<file path="src/rtl/led_status_pkg.sv">
// Shared mode encoding and decode helper for the front-panel LED status driver.
package led_status_pkg;

    // Per-channel display mode, two bits per channel on the mode bus
    typedef enum logic [1:0] {
        LED_OFF  = 2'b00,
        LED_ON   = 2'b01,
        LED_SLOW = 2'b10,
        LED_FAST = 2'b11
    } led_mode_t;

    // Returns 1 when a channel in mode m should be lit, given the shared blink phases
    function automatic logic mode_lit(led_mode_t m, logic slow_ph, logic fast_ph);
        logic lit;
        lit = 1'b0;
        case (m)
            LED_OFF:  lit = 1'b0;
            LED_ON:   lit = 1'b1;
            LED_SLOW: lit = slow_ph;
            LED_FAST: lit = fast_ph;
            default:  lit = 1'b0;
        endcase
        return lit;
    endfunction

endpackage

</file>
<file path="src/rtl/led_tick_gen.sv">
// Shared 1 ms prescaler plus slow and fast blink phase dividers.
// One instance feeds every channel so blinking channels stay in lock-step.
module led_tick_gen #(
    parameter int TICK_DIV = 125000,
    parameter int SLOW_MS  = 500,
    parameter int FAST_MS  = 100
) (
    input  logic clk,
    input  logic rst,
    output logic tick,
    output logic slow_ph,
    output logic fast_ph
);

    localparam int PRE_W  = $clog2(TICK_DIV - 1) + 1;
    localparam int SLOW_W = $clog2(SLOW_MS - 1) + 1;
    localparam int FAST_W = $clog2(FAST_MS - 1) + 1;

    localparam logic [PRE_W-1:0]  PRE_TOP  = PRE_W'(TICK_DIV - 1);
    localparam logic [SLOW_W-1:0] SLOW_TOP = SLOW_W'(SLOW_MS - 1);
    localparam logic [FAST_W-1:0] FAST_TOP = FAST_W'(FAST_MS - 1);

    logic [PRE_W-1:0]  pre_cnt_p0;
    logic [SLOW_W-1:0] slow_cnt_p0;
    logic [FAST_W-1:0] fast_cnt_p0;

    // Tick is decoded from the terminal prescaler count, so it is high for exactly one clk
    assign tick = (pre_cnt_p0 == PRE_TOP);

    // Prescaler: free-running 0..TICK_DIV-1
    always_ff @(posedge clk or posedge rst) begin
        if (rst)       pre_cnt_p0 <= '0;
        else if (tick) pre_cnt_p0 <= '0;
        else           pre_cnt_p0 <= pre_cnt_p0 + 1'b1;
    end

    // Slow phase divider: toggles after every SLOW_MS ticks
    always_ff @(posedge clk or posedge rst) begin
        if (rst) begin
            slow_cnt_p0 <= '0;
            slow_ph     <= 1'b0;
        end else if (tick) begin
            if (slow_cnt_p0 == SLOW_TOP) begin
                slow_cnt_p0 <= '0;
                slow_ph     <= ~slow_ph;
            end else begin
                slow_cnt_p0 <= slow_cnt_p0 + 1'b1;
            end
        end
    end

    // Fast phase divider: toggles after every FAST_MS ticks
    always_ff @(posedge clk or posedge rst) begin
        if (rst) begin
            fast_cnt_p0 <= '0;
            fast_ph     <= 1'b0;
        end else if (tick) begin
            if (fast_cnt_p0 == FAST_TOP) begin
                fast_cnt_p0 <= '0;
                fast_ph     <= ~fast_ph;
            end else begin
                fast_cnt_p0 <= fast_cnt_p0 + 1'b1;
            end
        end
    end

endmodule

</file>
<file path="src/rtl/led_status_driver.sv">
// Front-panel LED status driver: per-channel mode decode, activity stretch
// and sticky fault indication, all timed from one shared tick generator.
module led_status_driver
    import led_status_pkg::*;
#(
    parameter int N_CH       = 4,
    parameter int TICK_DIV   = 125000,
    parameter int SLOW_MS    = 500,
    parameter int FAST_MS    = 100,
    parameter int STRETCH_MS = 50
) (
    input  logic                clk,
    input  logic                rst,
    input  logic [2*N_CH-1:0]   mode,
    input  logic [N_CH-1:0]     evt,
    input  logic [N_CH-1:0]     fault_set,
    input  logic [N_CH-1:0]     fault_clr,
    output logic [N_CH-1:0]     led_n,
    output logic [N_CH-1:0]     fault_sticky
);

    localparam int STR_W = $clog2(STRETCH_MS) + 1;
    localparam logic [STR_W-1:0] STR_LOAD = STR_W'(STRETCH_MS);

    // Saturating decrement: the stretch counter parks at zero instead of wrapping
    function automatic logic [STR_W-1:0] sat_dec(logic [STR_W-1:0] v);
        logic [STR_W-1:0] r;
        r = v;
        if (v != '0) r = v - 1'b1;
        return r;
    endfunction

    logic tick;
    logic slow_ph;
    logic fast_ph;

    led_tick_gen #(
        .TICK_DIV (TICK_DIV),
        .SLOW_MS  (SLOW_MS),
        .FAST_MS  (FAST_MS)
    ) u_tick_gen (
        .clk     (clk),
        .rst     (rst),
        .tick    (tick),
        .slow_ph (slow_ph),
        .fast_ph (fast_ph)
    );

    for (genvar i = 0; i < N_CH; i++) begin : g_ch
        logic [STR_W-1:0] str_cnt_p0;
        logic             fault_p0;
        logic             led_n_p1;
        logic             lit;
        led_mode_t        ch_mode;

        assign ch_mode = led_mode_t'(mode[2*i +: 2]);

        // Activity stretch: an event (re)loads, a tick counts down; a load beats a same-cycle tick
        always_ff @(posedge clk or posedge rst) begin
            if (rst)         str_cnt_p0 <= '0;
            else if (evt[i]) str_cnt_p0 <= STR_LOAD;
            else if (tick)   str_cnt_p0 <= sat_dec(str_cnt_p0);
        end

        // Sticky fault flag: set has priority over clear
        always_ff @(posedge clk or posedge rst) begin
            if (rst)               fault_p0 <= 1'b0;
            else if (fault_set[i]) fault_p0 <= 1'b1;
            else if (fault_clr[i]) fault_p0 <= 1'b0;
        end

        // Display priority: fault blink, then stretch, then the programmed mode
        always_comb begin
            lit = mode_lit(ch_mode, slow_ph, fast_ph);
            if (fault_p0)                lit = fast_ph;
            else if (str_cnt_p0 != '0)   lit = 1'b1;
        end

        // Registered active-low LED drive, dark while in reset
        always_ff @(posedge clk or posedge rst) begin
            if (rst) led_n_p1 <= 1'b1;
            else     led_n_p1 <= ~lit;
        end

        assign led_n[i]        = led_n_p1;
        assign fault_sticky[i] = fault_p0;
    end

endmodule

</file>
<file path="config.mk">
export PLATFORM = sky130hd
export DESIGN_NAME = led_status_driver
export DESIGN_NICKNAME = d
export VERILOG_FILES = /design/src/rtl/led_status_pkg.sv /design/src/rtl/led_tick_gen.sv /design/src/rtl/led_status_driver.sv
export SDC_FILE = /design/constraint.sdc
export NUM_CORES = 1
export LEC_CHECK = 0
export CAP_MARGIN = 20
export CELL_PAD_IN_SITES_DETAIL_PLACEMENT = 0
export CELL_PAD_IN_SITES_GLOBAL_PLACEMENT = 2
export CORE_ASPECT_RATIO = 1.25
export CORE_MARGIN = 2
export CORE_UTILIZATION = 34
export DETAILED_ROUTE_END_ITERATION = 8
export PLACE_DENSITY_LB_ADDON = 0.1
export RECOVER_POWER = 50
export SLEW_MARGIN = 20
export SYNTH_ARGS = -nofsm -noshare
export SYNTH_HDL_FRONTEND = slang
export SYNTH_HIERARCHICAL = 1
export SYNTH_SLANG_ARGS = --single-unit
export TNS_END_PERCENT = 50
</file>
<file path="constraint.sdc">
create_clock -name clk -period 2.9 [get_ports clk]
set_input_delay 0.435 -clock clk [delete_from_list [all_inputs] [get_ports clk]]
set_output_delay 0.435 -clock clk [all_outputs]
set_load 0.05 [all_outputs]
</file>
==> results of run 1 <==
-- flip-flops by register name (all words and copies together) (netlist names) --
signal,flops
u_tick_gen/slow_cnt_p0,10
g_ch.str_cnt_p0,28
g_ch.fault_p0,4
u_tick_gen/fast_ph,1
u_tick_gen/fast_cnt_p0,8
u_tick_gen/pre_cnt_p0,18
u_tick_gen/slow_ph,1
g_ch.led_n_p1,4
-- area by class of cell --
cell class / instances / share of cell area (%)
clock inverters: 5 / 2.72
repair buffers: 34 / 7.01
well taps: 135 / 3.67
inverters: 26 / 2.12
clock buffers: 11 / 5.27
diodes: 1 / 0.0543
multi-input cells: 266 / 38.8
flip-flops and latches: 74 / 40.3
-- cell families (layout without fill, tap and decap cells) --
family / count (synthesis) / after routing
other: 0 / 1
multiplexers: 5 / 5
XOR/XNOR: 30 / 30
buffers and inverters: 46 / 76
adder cells (fa/ha/maj): 7 / 7
flip-flops: 74 / 74
AND/OR/NAND/NOR: 156 / 156
AO/OA/AOI/OAI: 68 / 68
-- layer usage --
layer	GRT usage, %	share of wire, %
met3	4.01	4.2
met2	25.6	50
met5	0	0
met4	5.14	1.3
met1	17.2	45
-- cells in the mapped netlist (all sizes together) (3+ instances only) --
| cell | number | area (µm²) |
|---|---|---|
| dfrtp | 70 | 1750 |
| nor2 | 34 | 128 |
| inv | 26 | 97.6 |
| nand2 | 19 | 71.3 |
| nand3 | 18 | 90.1 |
| o21ai | 16 | 95.1 |
| xor2 | 16 | 140 |
| nor4 | 15 | 106 |
| xnor2 | 14 | 123 |
| buf | 13 | 110 |
| a21oi | 10 | 50.1 |
| a21o | 9 | 67.6 |
| nor3 | 9 | 60.1 |
| nand4 | 8 | 50.1 |
| or4 | 8 | 60.1 |
| clkbuf | 7 | 26.3 |
| ha | 7 | 87.6 |
| or2 | 7 | 43.8 |
| or3 | 7 | 50.1 |
| a211oi | 6 | 45.0 |
| nor3b | 6 | 45.0 |
| a211o | 5 | 48.8 |
| nand2b | 5 | 31.3 |
| a31oi | 4 | 25.0 |
| and3 | 4 | 26.3 |
| dfstp | 4 | 105 |
| mux2 | 4 | 45.0 |
| nor2b | 4 | 25.0 |
| o211ai | 4 | 30.0 |
| or4b | 4 | 40.0 |
| o31a | 3 | 26.3 |
-- power by group through the flow --
stage | logic, mW | clock network, mW | registers (mW)
5_1_grt | 0.121 | 1.46 | 1.05
3_5_place_dp | 0.117 | 0 | 1.07
6_report | 0.112 | 1.37 | 1.05
2_1_floorplan | 0.0670 | 0 | 1.07
3_3_place_gp | 0.117 | 0 | 1.07
4_1_cts | 0.118 | 1.42 | 1.05
-- metrics by stage --
step | utilization, % | instances | cell area [µm²]
2_1_floorplan | - | 386 | 3880
3_3_place_gp | 38.2 | 535 | 4240
3_5_place_dp | 38.2 | 535 | 4240
4_1_cts | 41.6 | 551 | 4610
5_1_grt | 41.5 | 551 | 4600
6_report | 41.5 | 552 | 4600
-- worst register-to-register path, cell delays in order (launching register included) --
cell and delay, ns:
dfrtp_1 0.42, nor4b_1 0.36, nand3_1 0.17, nor4_2 0.29, buf_4 0.27, o21ai_1 0.18
o31a_1 0.30, or3_1 0.33
-- cell usage in the layout (no fill, tap or decap), types with 4 or more instances in the layout --
master	count
o21ai_0	11
nand4_1	8
a31oi_1	4
a21oi_1	10
nor4_1	12
or4_1	8
nand3_1	18
dfstp_2	4
or3_1	5
nor3b_1	6
a211o_2	4
dlygate4sd3_1	5
ha_1	7
nand2b_1	5
or2_2	6
o211ai_1	4
nand2_1	19
clkdlybuf4s50_1	24
nor2_1	34
nor2b_1	4
clkbuf_16	9
a211oi_1	6
a21o_1	9
bufinv_16	4
dfrtp_1	70
inv_1	26
xor2_1	16
nor3_1	6
xnor2_1	14
-- final timing paths --
kind                                           startpoint                   endpoint  slack, ns  cells past startpoint
worst max-delay path             u_tick_gen/pre_cnt_p0[4]      g_ch[0].str_cnt_p0[5]       0.46                      7
worst min-delay path            u_tick_gen/slow_cnt_p0[9]  u_tick_gen/slow_cnt_p0[9]       0.47                      1
worst max register to register   u_tick_gen/pre_cnt_p0[4]      g_ch[0].str_cnt_p0[5]       0.46                      7
worst min register to register  u_tick_gen/slow_cnt_p0[9]  u_tick_gen/slow_cnt_p0[9]       0.47                      1
max in group asynchronous                             rst  u_tick_gen/slow_cnt_p0[4]       1.42                      3
min in group asynchronous                             rst      g_ch[1].str_cnt_p0[0]       0.85                      3
==> impl_summary.txt, run 1 <==
----------------------------------------------------
[STA]
  Slack of the critical path ... 0.460 ns
  Setup skew after layout ... 0.00528 ns
  Max-slew violation count ... 0
  Final hold violations ... 0
  Setup TNS ... 0 ns
  Min Tclk post-route ... 2.44 ns
  Setup repair after global routing missed its margin ... false
  Maximum operating frequency ... 0.410 GHz
  Post-Route Hold Slack ... 0.467 ns
  Transition time at the pin with the least slew margin ... 0.979 ns
  Total of endpoints with negative setup slack in the final report ... 0
  Worst max-slew margin expressed relative to the limit ... 34.7%
  Post-route clock period utilization ... 84.1%

[Global route]
  Pin count of the biggest net entering global routing ... 39
  First-pass GRT wire length ... 14000 µm
  Via count of the first global-routing pass ... 2842
  GRT Resource Usage Total ... 14.6%
  Antenna violations before repair ... 1
  Total congestion overflow after global routing ... 0

[Power]
  Total internal power ... 2.04 mW
  Share of total power in the clock network ... 54.2%
  Leakage component of the power ... 1.91 nW
  Worst IR drop on VDD ... 0.000247 V
  P per Cell Area ... 550 nW/µm²
  Part of the total power dissipated in sequential elements ... 41.4%
  Part of the total power dissipated in combinational logic ... 4.4%
  Switching power share of the total ... 19.5%
  Switching pwr ... 0.495 mW
  Power consumption ... 2.53 mW

[Yosys]
  Area fraction in and, or, nand and nor cells after synthesis ... 23.0%
  Share of the synthesized netlist area taken by xor and xnor gates ... 6.79%
  Synthesis Warnings ... 6
  Compound-gate portion of the synthesized area ... 12.5%
  Syn Nets ... 415
  Cell count after synthesis ... 386
  Share of synthesized area spent on multiplexers ... 1.42%
  Number of distinct standard cells referenced by the synthesized netlist ... 60
  EDFF count, synth ... 0
  Adder-cell share of the synthesized area ... 2.26%
  Largest family of logic cells by synthesized area ... simple AND/OR/NAND/NOR gates
  Top FF cell, synth ... dfrtp_1
  Seq/Total Area, Yosys ... 47.9%
  FF+latch count, synth ... 74
  Synth async-reset ratio ... 100%
  Mapped cell area ... 3870 µm²
  Avg Inst Size Synth ... 10.0 µm²

[Route]
  Count of antenna-violating nets left after detailed routing ... 0
  Via-per-instance ratio ... 5.17
  Via count ... 2852
  Detailed-route wire length per cell ... 15.0 µm
  Router iterations before antenna repair ... 4
  Residual DRC ... 0
  Initial detailed-routing violation count ... 87
  Sum of routed wire length over all layers ... 8300 µm

[Die]
  Floorplan die area ... 12300 µm²
  Core area ... 11100 µm²
  I/O pin total ... 30
  # rows ... 43
  Starting Density ... 34.9%
  Die height ... 123 µm
  Die X ... 99.5 µm

[Cells and area]
  Area of the multi-input gates ... 1790 µm²
  Register cell area after layout ... 1860 µm²
  Area delta synth->final ... 18.9%
  Proportion of layout cells with a drive suffix above 1 ... 12.0%
  Number of nets in the final layout ... 440
  Filler Cells Inserted ... 1119

[Critical path]
  Slowest stage cell on the critical path ... dfrtp_1
  Largest stage delay on the critical path ... 0.42 ns
  Required time at the worst-slack endpoint ... 3.11 ns
  CP bufs+invs ... 1
  Max FO, Critical Path ... 16
  Family with the most delay on the worst path ... simple AND/OR/NAND/NOR gates
  Arrival time at the worst endpoint ... 2.65 ns
  Launching element type of the critical path ... flip-flop
  Critical-path cell list ... nor4b_1 -> nand3_1 -> nor4_2 -> buf_4 -> o21ai_1 -> o31a_1 -> or3_1
  Critical setup path kind ... flip-flop to flip-flop
  Critical path endpoint category ... flip-flop

[Clock tree]
  Clock tree root buffer cell ... clkbuf_16
  Insertion delay of the later-clocked pin in the worst-skew pair ... 0.33 ns
  Hold buffer count at cts ... 0
  CTS clk-pin slew, worst paths ... 0.06 ns
  CTS H-tree depth ... 3
  Clock tree from TritonCTS ... done
  CTS buffer count ... 9
  Post-CTS setup repair buffer count ... 0
  Clock sink count ... 74
  Deepest clock path buffer count ... 2
  Post-cts gate resize count ... 0

[Outcome]
  Status ... finished clean

[Placed design]
  Post-Place Worst Slack ... 0.494 ns
  Quantity of I/O buffers inserted on ports ... 29
  Half-perimeter wire length after detailed placement ... 5760 µm
  Final estimated routing congestion in global placement ... 0.748

[Hold path]
  Type of the tightest min-delay check ... flip-flop to flip-flop

[Job]
  Maxcap violations ... 0

----------------------------------------------------
(Power assumes the default switching activity.)
==> run 2: changes to the inputs <==
- clock period: 2.9 -> 2 ns (I/O delays scaled with it)
==> run 2 against run 1 <==
Combinational power increased by 46%. Cell count up 7.8%. Non-clock buffer count grew 43. The run now ends with setup timing left. Utilization increased by 4.4 points. Final area up 11%. Sequential power is 45% higher. Critical path depth fell by 1. Highest routed layer unchanged. Total power up 33%. Global-route usage is 0.88 points higher. Via count is 6.9% higher. Largest cell class is now multi-input combinational cells. Maximum frequency increased by 16%. Wire length grew 6.0%.
==> impl_summary.txt, run 2 (synthesis results as in run 1) <==
----------------------------------------------------
[Hold path]
  Type of the tightest min-delay check ... flip-flop to flip-flop (unchanged)
  Min-delay src ... u_tick_gen/slow_cnt_p0[9] (unchanged)
  Hold Path Cell Cnt ... 1 (unchanged)
  Sink of the worst hold path ... u_tick_gen/slow_cnt_p0[9] (unchanged)

[STA]
  Setup repair after global routing missed its margin ... true (was false)
  Worst max-slew margin expressed relative to the limit ... 34.5% (was 34.7%)
  Final hold violations ... 0 (unchanged)
  Total of endpoints with negative setup slack in the final report ... 17 (was 0)
  Post-route clock period utilization ... 105% (was 84.1%)
  Transition time at the pin with the least slew margin ... 0.983 ns (was 0.979 ns)
  Maximum operating frequency ... 0.476 GHz (was 0.410 GHz)
  Setup skew after layout ... 0.0115 ns (was 0.00528 ns)
  Max-slew violation count ... 0 (unchanged)
  Min Tclk post-route ... 2.10 ns (was 2.44 ns)
  Slack of the critical path ... -0.102 ns (was 0.460 ns)

[Power]
  Total internal power ... 2.64 mW (was 2.04 mW)
  P per Cell Area ... 662 nW/µm² (was 550 nW/µm²)
  Part of the total power dissipated in sequential elements ... 45.1% (was 41.4%)
  Power consumption ... 3.37 mW (was 2.53 mW)
  Part of the total power dissipated in combinational logic ... 4.8% (was 4.4%)
  Switching pwr ... 0.726 mW (was 0.495 mW)
  Switching power share of the total ... 21.5% (was 19.5%)
  Share of total power in the clock network ... 50.1% (was 54.2%)
  Worst IR drop on VDD ... 0.000331 V (was 0.000247 V)
  Leakage component of the power ... 2.20 nW (was 1.91 nW)

[Route]
  Router iterations before antenna repair ... 4 (unchanged)
  Via count ... 3049 (was 2852)
  Initial detailed-routing violation count ... 122 (was 87)
  Routed length on met2 ... 4300 µm (was 4110 µm)
  Residual DRC ... 0 (unchanged)
  Sum of routed wire length over all layers ... 8790 µm (was 8300 µm)
  Via-per-instance ratio ... 5.12 (was 5.17)
  Wire length on met1 ... 4080 µm (was 3730 µm)
  Met3 wire length ... 290 µm (was 350 µm)
  Detailed-route wire length per cell ... 14.8 µm (was 15.0 µm)
  Highest metal layer with signal wires ... met4 (unchanged)
  Count of antenna-violating nets left after detailed routing ... 0 (unchanged)

[Die]
  Die height ... 123 µm (unchanged)
  Floorplan die area ... 12300 µm² (unchanged)
  I/O pin total ... 30 (unchanged)
  Die X ... 99.5 µm (unchanged)
  Starting Density ... 34.9% (unchanged)
  Core area ... 11100 µm² (unchanged)
  # rows ... 43 (unchanged)

[Global route]
  Pin count of the biggest net entering global routing ... 39 (unchanged)
  Total congestion overflow after global routing ... 0 (unchanged)
  Antenna violations before repair ... 0 (was 1)
  GRT Resource Usage Total ... 15.5% (was 14.6%)
  Via count of the first global-routing pass ... 3099 (was 2842)
  First-pass GRT wire length ... 15000 µm (was 14000 µm)

[Critical path]
  Depth of the most critical reg-to-reg path ... 6 (was 7)
  Slowest stage cell on the critical path ... or4b_4 (was dfrtp_1)
  Critical path endpoint category ... flip-flop (unchanged)
  Largest stage delay on the critical path ... 0.59 ns (was 0.42 ns)
  R2r startpoint ... u_tick_gen/pre_cnt_p0[17] (was u_tick_gen/pre_cnt_p0[4])
  Required time at the worst-slack endpoint ... 2.21 ns (was 3.11 ns)
  Register-to-register path setup slack ... -0.10 ns (was 0.46 ns)
  Launching element type of the critical path ... flip-flop (unchanged)
  Worst R2R End ... g_ch[0].str_cnt_p0[5] (unchanged)
  Arrival time at the worst endpoint ... 2.31 ns (was 2.65 ns)
  Critical-path cell list ... or4b_4 -> nor4_4 -> buf_6 -> o21ai_2 -> o31a_1 -> or3_1 (was nor4b_1 -> nand3_1 -> nor4_2 -> buf_4 -> o21ai_1 -> o31a_1 -> or3_1)
  Max FO, Critical Path ... 7 (was 16)
  Critical setup path kind ... flip-flop to flip-flop (unchanged)

[Clock tree]
  Clock tree from TritonCTS ... done (unchanged)
  Clock sink count ... 74 (unchanged)
  Insertion delay of the later-clocked pin in the worst-skew pair ... 0.34 ns (was 0.33 ns)
  CTS clk-pin slew, worst paths ... 0.06 ns (about the same)
  Hold buffer count at cts ... 0 (unchanged)
  Deepest clock path buffer count ... 2 (unchanged)
  CTS buffer count ... 9 (unchanged)
  CTS H-tree depth ... 3 (unchanged)
  Clock tree root buffer cell ... clkbuf_16 (unchanged)

[Cells and area]
  Area delta synth->final ... 31.5% (was 18.9%)
  Proportion of layout cells with a drive suffix above 1 ... 25.9% (was 12.0%)
  Top Registers ... g_ch.str_cnt_p0 (28), u_tick_gen/pre_cnt_p0 (18), u_tick_gen/slow_cnt_p0 (10) (unchanged)
  Commonest cells after routing, fill and taps aside ... 70 x dfrtp_1, 39 x buf_4, 33 x nor2_1, 26 x inv_1, 25 x clkdlybuf4s50_1 (was 70 x dfrtp_1, 34 x nor2_1, 26 x inv_1, 24 x clkdlybuf4s50_1, 19 x nand2_1)
  Number of antenna repair diodes ... 0 (was 1)
  Max FFs per register ... 28 (unchanged)
  Register name with the most flops ... g_ch.str_cnt_p0 (unchanged)
  Leading cell type in the layout, fill and taps excluded ... dfrtp_1 (unchanged)
  Filler-free cell count of the finished design ... 595 (was 552)
  Filler Cells Inserted ... 1066 (was 1119)
  Number of nets in the final layout ... 484 (was 440)

[Placed design]
  Quantity of I/O buffers inserted on ports ... 29 (unchanged)
  Half-perimeter wire length after detailed placement ... 6020 µm (was 5760 µm)
  Final estimated routing congestion in global placement ... 0.741 (was 0.748)
  Placed Cells ... 574 (was 535)

[Job]
  Maxcap violations ... 0 (unchanged)

[Outcome]
  Failing checks ... setup timing
  Status ... finished with violations (was finished clean)

----------------------------------------------------
-- run 2: cell types whose count changed in the layout (fill, tap and decap cells not counted), sizes merged --
cell / before / now
clkdlybuf4s50: 24 / 25
clkbuf: 13 / 16
dlygate4sd3: 5 / 4
buf: 3 / 46
bufinv: 4 / 1
or3: 7 / 8
diode: 1 / 0
-- run 2: repair_timing --
| item | in CTS | in global routing |
|---|---|---|
| cloned | 1 | 0 |
| setup endpoints to repair | 39 | 40 |
| setup buffers | 3 | 1 |
| pin swaps | 23 | 6 |
| gates resized for setup | 22 | 18 |
-- run 2: power groups by stage --
stage | clock network, mW | logic, mW | registers [mW]
detailed placement | 0 | 0.169 | 1.55
global placement | 0 | 0.168 | 1.55
floorplan | 0 | 0.0974 | 1.54
finish | 1.69 | 0.163 | 1.52
global route | 1.79 | 0.177 | 1.52
CTS | 1.74 | 0.170 | 1.52
-- run 2: cell type report --
cell class	instances	area (µm²)	share of cell area, %
Inverter	26	97.6	1.92
Clock buffer	14	274	5.38
Multi-Input combinational cell	267	1990	39.0
Timing Repair Buffer	77	672	13.2
Sequential cell	74	1860	36.5
Tap cell	135	169	3.32
Clock inverter	2	35.0	0.688
-- run 2: worst max-delay path by stage --
stage	slack, ns	depth (start not counted)	from	end
3_5_place_dp	-0.17	6	u_tick_gen/pre_cnt_p0[8]	g_ch[0].str_cnt_p0[5]
6_report	-0.10	6	u_tick_gen/pre_cnt_p0[17]	g_ch[0].str_cnt_p0[5]
2_1_floorplan	-0.36	8	u_tick_gen/pre_cnt_p0[7]	g_ch[0].str_cnt_p0[5]
5_1_grt	-0.20	7	u_tick_gen/pre_cnt_p0[4]	g_ch[0].str_cnt_p0[5]
3_3_place_gp	-0.14	6	u_tick_gen/pre_cnt_p0[8]	g_ch[0].str_cnt_p0[5]
4_1_cts	-0.13	4	u_tick_gen/pre_cnt_p0[17]	u_tick_gen/fast_cnt_p0[2]
-- run 2: worst max-delay path: cells and delay by family, from the launching register on --
family	cells	cell delay, ns
flops	1	0.40
compound gates	2	0.28
simple gates	3	1.13
buf+inv	1	0.17
-- run 2: stage by stage --
step	util [%]	hold WS [ns]	instance area, µm²	setup WS (ns)	TNS, ns
floorplan	-	0.363	3950	-0.362	-5.29
global placement	41.4	0.466	4590	-0.135	-1.80
detailed placement	41.4	0.459	4590	-0.171	-2.72
CTS	45.2	0.420	5010	-0.131	-1.25
global route	45.9	0.479	5090	-0.196	-2.86
finish	45.9	0.468	5090	-0.102	-0.894
-- run 2: per-layer routing --
layer  up-vias  track usage [%]
li1       1524                -
met1      1483             19.0
met2        33             26.7
met3         9             3.67
met4         0             5.39
met5         -                0
==> run 3: changes to the inputs <==
--- a/config.mk
+++ b/config.mk
@@ -15,5 +15,4 @@
 export PLACE_DENSITY_LB_ADDON = 0.1
 export RECOVER_POWER = 50
-export SLEW_MARGIN = 20
 export SYNTH_ARGS = -nofsm -noshare
 export SYNTH_HDL_FRONTEND = slang
==> constraint.sdc (replaced) <==
create_clock -name clk -period 2 [get_ports clk]
set_input_delay 0.6 -clock clk [delete_from_list [all_inputs] [get_ports clk]]
set_output_delay 0.6 -clock clk [all_outputs]
set_load 0.05 [all_outputs]
==> run 3 against run 2 <==
The run still ends with setup timing left. Die area stayed put. Sequential cell count unchanged. Register-to-register slack lost 0.04 ns. Largest power group unchanged. Combinational power increased by 9%.
==> impl_summary.txt, run 3 (synthesis results as in run 1) <==
----------------------------------------------------
[Outcome]
  Status ... finished with violations (unchanged)
  Failing checks ... setup timing (unchanged)

[STA]
  Worst max-slew margin expressed relative to the limit ... 33.4% (was 34.5%)
  Slack of the critical path ... -0.138 ns (was -0.102 ns)
  Total of endpoints with negative setup slack in the final report ... 19 (was 17)
  Post-Route Hold Slack ... 0.465 ns (was 0.468 ns)
  Transition time at the pin with the least slew margin ... 0.999 ns (was 0.983 ns)
  Maximum operating frequency ... 0.468 GHz (was 0.476 GHz)
  Min Tclk post-route ... 2.14 ns (was 2.10 ns)
  Final hold violations ... 0 (unchanged)
  Setup repair after global routing missed its margin ... true (unchanged)
  Setup skew after layout ... 0.00676 ns (was 0.0115 ns)
  Max-slew violation count ... 0 (unchanged)
  Setup TNS ... -1.52 ns (was -0.894 ns)
  Post-route clock period utilization ... 107% (was 105%)

[Die]
  # rows ... 43 (unchanged)
  Core area ... 11100 µm² (unchanged)
  Floorplan die area ... 12300 µm² (unchanged)
  I/O pin total ... 30 (unchanged)
  Die X ... 99.5 µm (unchanged)
  Starting Density ... 34.9% (unchanged)
  Die height ... 123 µm (unchanged)

[Cells and area]
  Number of antenna repair diodes ... 0 (unchanged)
  Proportion of layout cells with a drive suffix above 1 ... 28.8% (was 25.9%)
  Register name with the most flops ... g_ch.str_cnt_p0 (unchanged)
  Top Registers ... g_ch.str_cnt_p0 (28), u_tick_gen/pre_cnt_p0 (18), u_tick_gen/slow_cnt_p0 (10) (unchanged)
  Filler Cells Inserted ... 1054 (was 1066)
  Commonest cells after routing, fill and taps aside ... 70 x dfrtp_1, 40 x buf_4, 33 x nor2_1, 26 x inv_1, 20 x clkdlybuf4s50_1 (was 70 x dfrtp_1, 39 x buf_4, 33 x nor2_1, 26 x inv_1, 25 x clkdlybuf4s50_1)
  Max FFs per register ... 28 (unchanged)
  Number of nets in the final layout ... 486 (was 484)
  Area delta synth->final ... 34.2% (was 31.5%)
  Leading cell type in the layout, fill and taps excluded ... dfrtp_1 (unchanged)

[Global route]
  Pin count of the biggest net entering global routing ... 39 (unchanged)
  Total congestion overflow after global routing ... 0 (unchanged)
  Via count of the first global-routing pass ... 3117 (was 3099)
  Antenna violations before repair ... 0 (unchanged)
  GRT Resource Usage Total ... 15.4% (was 15.5%)
  First-pass GRT wire length ... 14900 µm (was 15000 µm)

[Critical path]
  Launching element type of the critical path ... flip-flop (unchanged)
  Required time at the worst-slack endpoint ... 2.21 ns (about the same)
  Critical-path cell list ... nor4b_4 -> nand3_2 -> nor4_4 -> buf_4 -> o21ai_4 -> o31a_1 -> or3_1 (was or4b_4 -> nor4_4 -> buf_6 -> o21ai_2 -> o31a_1 -> or3_1)
  Critical setup path kind ... flip-flop to flip-flop (unchanged)
  Largest stage delay on the critical path ... 0.40 ns (was 0.59 ns)
  Critical path endpoint category ... flip-flop (unchanged)
  Max FO, Critical Path ... 4 (was 7)
  Slowest stage cell on the critical path ... dfrtp_1 (was or4b_4)
  Arrival time at the worst endpoint ... 2.35 ns (was 2.31 ns)

[Route]
  Router iterations before antenna repair ... 4 (unchanged)
  Count of antenna-violating nets left after detailed routing ... 0 (unchanged)
  Residual DRC ... 0 (unchanged)
  Via count ... 3088 (was 3049)
  Sum of routed wire length over all layers ... 8940 µm (was 8790 µm)
  Detailed-route wire length per cell ... 15.0 µm (was 14.8 µm)
  Initial detailed-routing violation count ... 77 (was 122)
  Via-per-instance ratio ... 5.17 (was 5.12)

[Clock tree]
  CTS H-tree depth ... 3 (unchanged)
  Clock sink count ... 74 (unchanged)
  Clock tree root buffer cell ... clkbuf_16 (unchanged)
  Clock tree from TritonCTS ... done (unchanged)
  Deepest clock path buffer count ... 2 (unchanged)
  Hold buffer count at cts ... 0 (unchanged)
  CTS buffer count ... 9 (unchanged)
  Insertion delay of the later-clocked pin in the worst-skew pair ... 0.33 ns (was 0.34 ns)
  CTS clk-pin slew, worst paths ... 0.06 ns (about the same)

[Placed design]
  Quantity of I/O buffers inserted on ports ... 29 (unchanged)
  Half-perimeter wire length after detailed placement ... 6210 µm (was 6020 µm)
  Final estimated routing congestion in global placement ... 0.740 (was 0.741)

[Job]
  Maxcap violations ... 0 (unchanged)

[Power]
  Worst IR drop on VDD ... 0.000314 V (was 0.000331 V)
  Leakage component of the power ... 2.24 nW (was 2.20 nW)
  P per Cell Area ... 666 nW/µm² (was 662 nW/µm²)

[Hold path]
  Type of the tightest min-delay check ... flip-flop to flip-flop (unchanged)

----------------------------------------------------
-- run 3: cell types whose count changed in the layout (fill, tap and decap cells not counted), moves of 3 or more --
cell             previous run  this run
dlygate4sd3_1               4         1
clkdlybuf4s50_1            25        20
buf_6                       7        13
buf_12                      0         4
-- run 3: critical path, delay by kind of cell, from the launching register on --
kind,cells,cell delay (ns)
AO/OA/AOI/OAI,2,0.28
flip-flops,1,0.40
buffers and inverters,1,0.21
AND/OR/NAND/NOR,4,1.10
-- run 3: final timing paths --
kind / from / endpoint / slack (ns) / depth (start not counted)
setup reg to reg: u_tick_gen/pre_cnt_p0[7] / g_ch[2].str_cnt_p0[5] / -0.14 / 7
max in group asynchronous: rst / u_tick_gen/fast_cnt_p0[7] / 0.34 / 3
hold reg to reg: u_tick_gen/slow_cnt_p0[9] / u_tick_gen/slow_cnt_p0[9] / 0.46 / 1
hold / removal: u_tick_gen/slow_cnt_p0[9] / u_tick_gen/slow_cnt_p0[9] / 0.46 / 1
setup / recovery: u_tick_gen/pre_cnt_p0[7] / g_ch[2].str_cnt_p0[5] / -0.14 / 7
min in group asynchronous: rst / g_ch[0].str_cnt_p0[3] / 1.02 / 3
-- run 3: power by group --
| group | internal, mW | total [mW] | switching (mW) |
|---|---|---|---|
| registers | 1.51 | 1.52 | 0.0105 |
| clock network | 1.12 | 1.76 | 0.637 |
| logic | 0.0779 | 0.177 | 0.0991 |
| total | 2.71 | 3.46 | 0.747 |
-- run 3: repair_timing --
item	4_1_cts	5_1_grt
pin swaps	15	12
endpoints found under the setup margin	45	47
resized for setup	19	29
setup buffers	3	1
-- run 3: through the flow --
stage	worst slack (ns)	util (%)	cell area [µm²]	cells	total power, mW
6_report	-0.138	46.9	5190	597	3.46
4_1_cts	-0.212	45.8	5080	596	3.52
3_3_place_gp	-0.148	42.2	4680	578	1.74
2_1_floorplan	-0.362	-	3950	386	1.64
5_1_grt	-0.240	46.9	5190	597	3.58
3_5_place_dp	-0.250	42.2	4680	578	1.74
-- run 3: layout make-up --
cell class	instances	area, µm²	area share, %
clock buffer	11	243	4.67
clock inverter	5	77.6	1.49
inverter	26	97.6	1.88
multi-input combinational	266	2000	38.6
sequential	74	1860	35.7
tap	135	169	3.25
timing repair buffer	80	747	14.4
-- run 3: per-layer routing --
layer / global-route usage [%] / up-vias / part of all wire [%]
met5: 0 / - / 0
met4: 5.39 / 0 / 1.2
met3: 2.77 / 8 / 2.9
met2: 27.2 / 36 / 51
met1: 18.7 / 1514 / 45
li1: - / 1530 / -
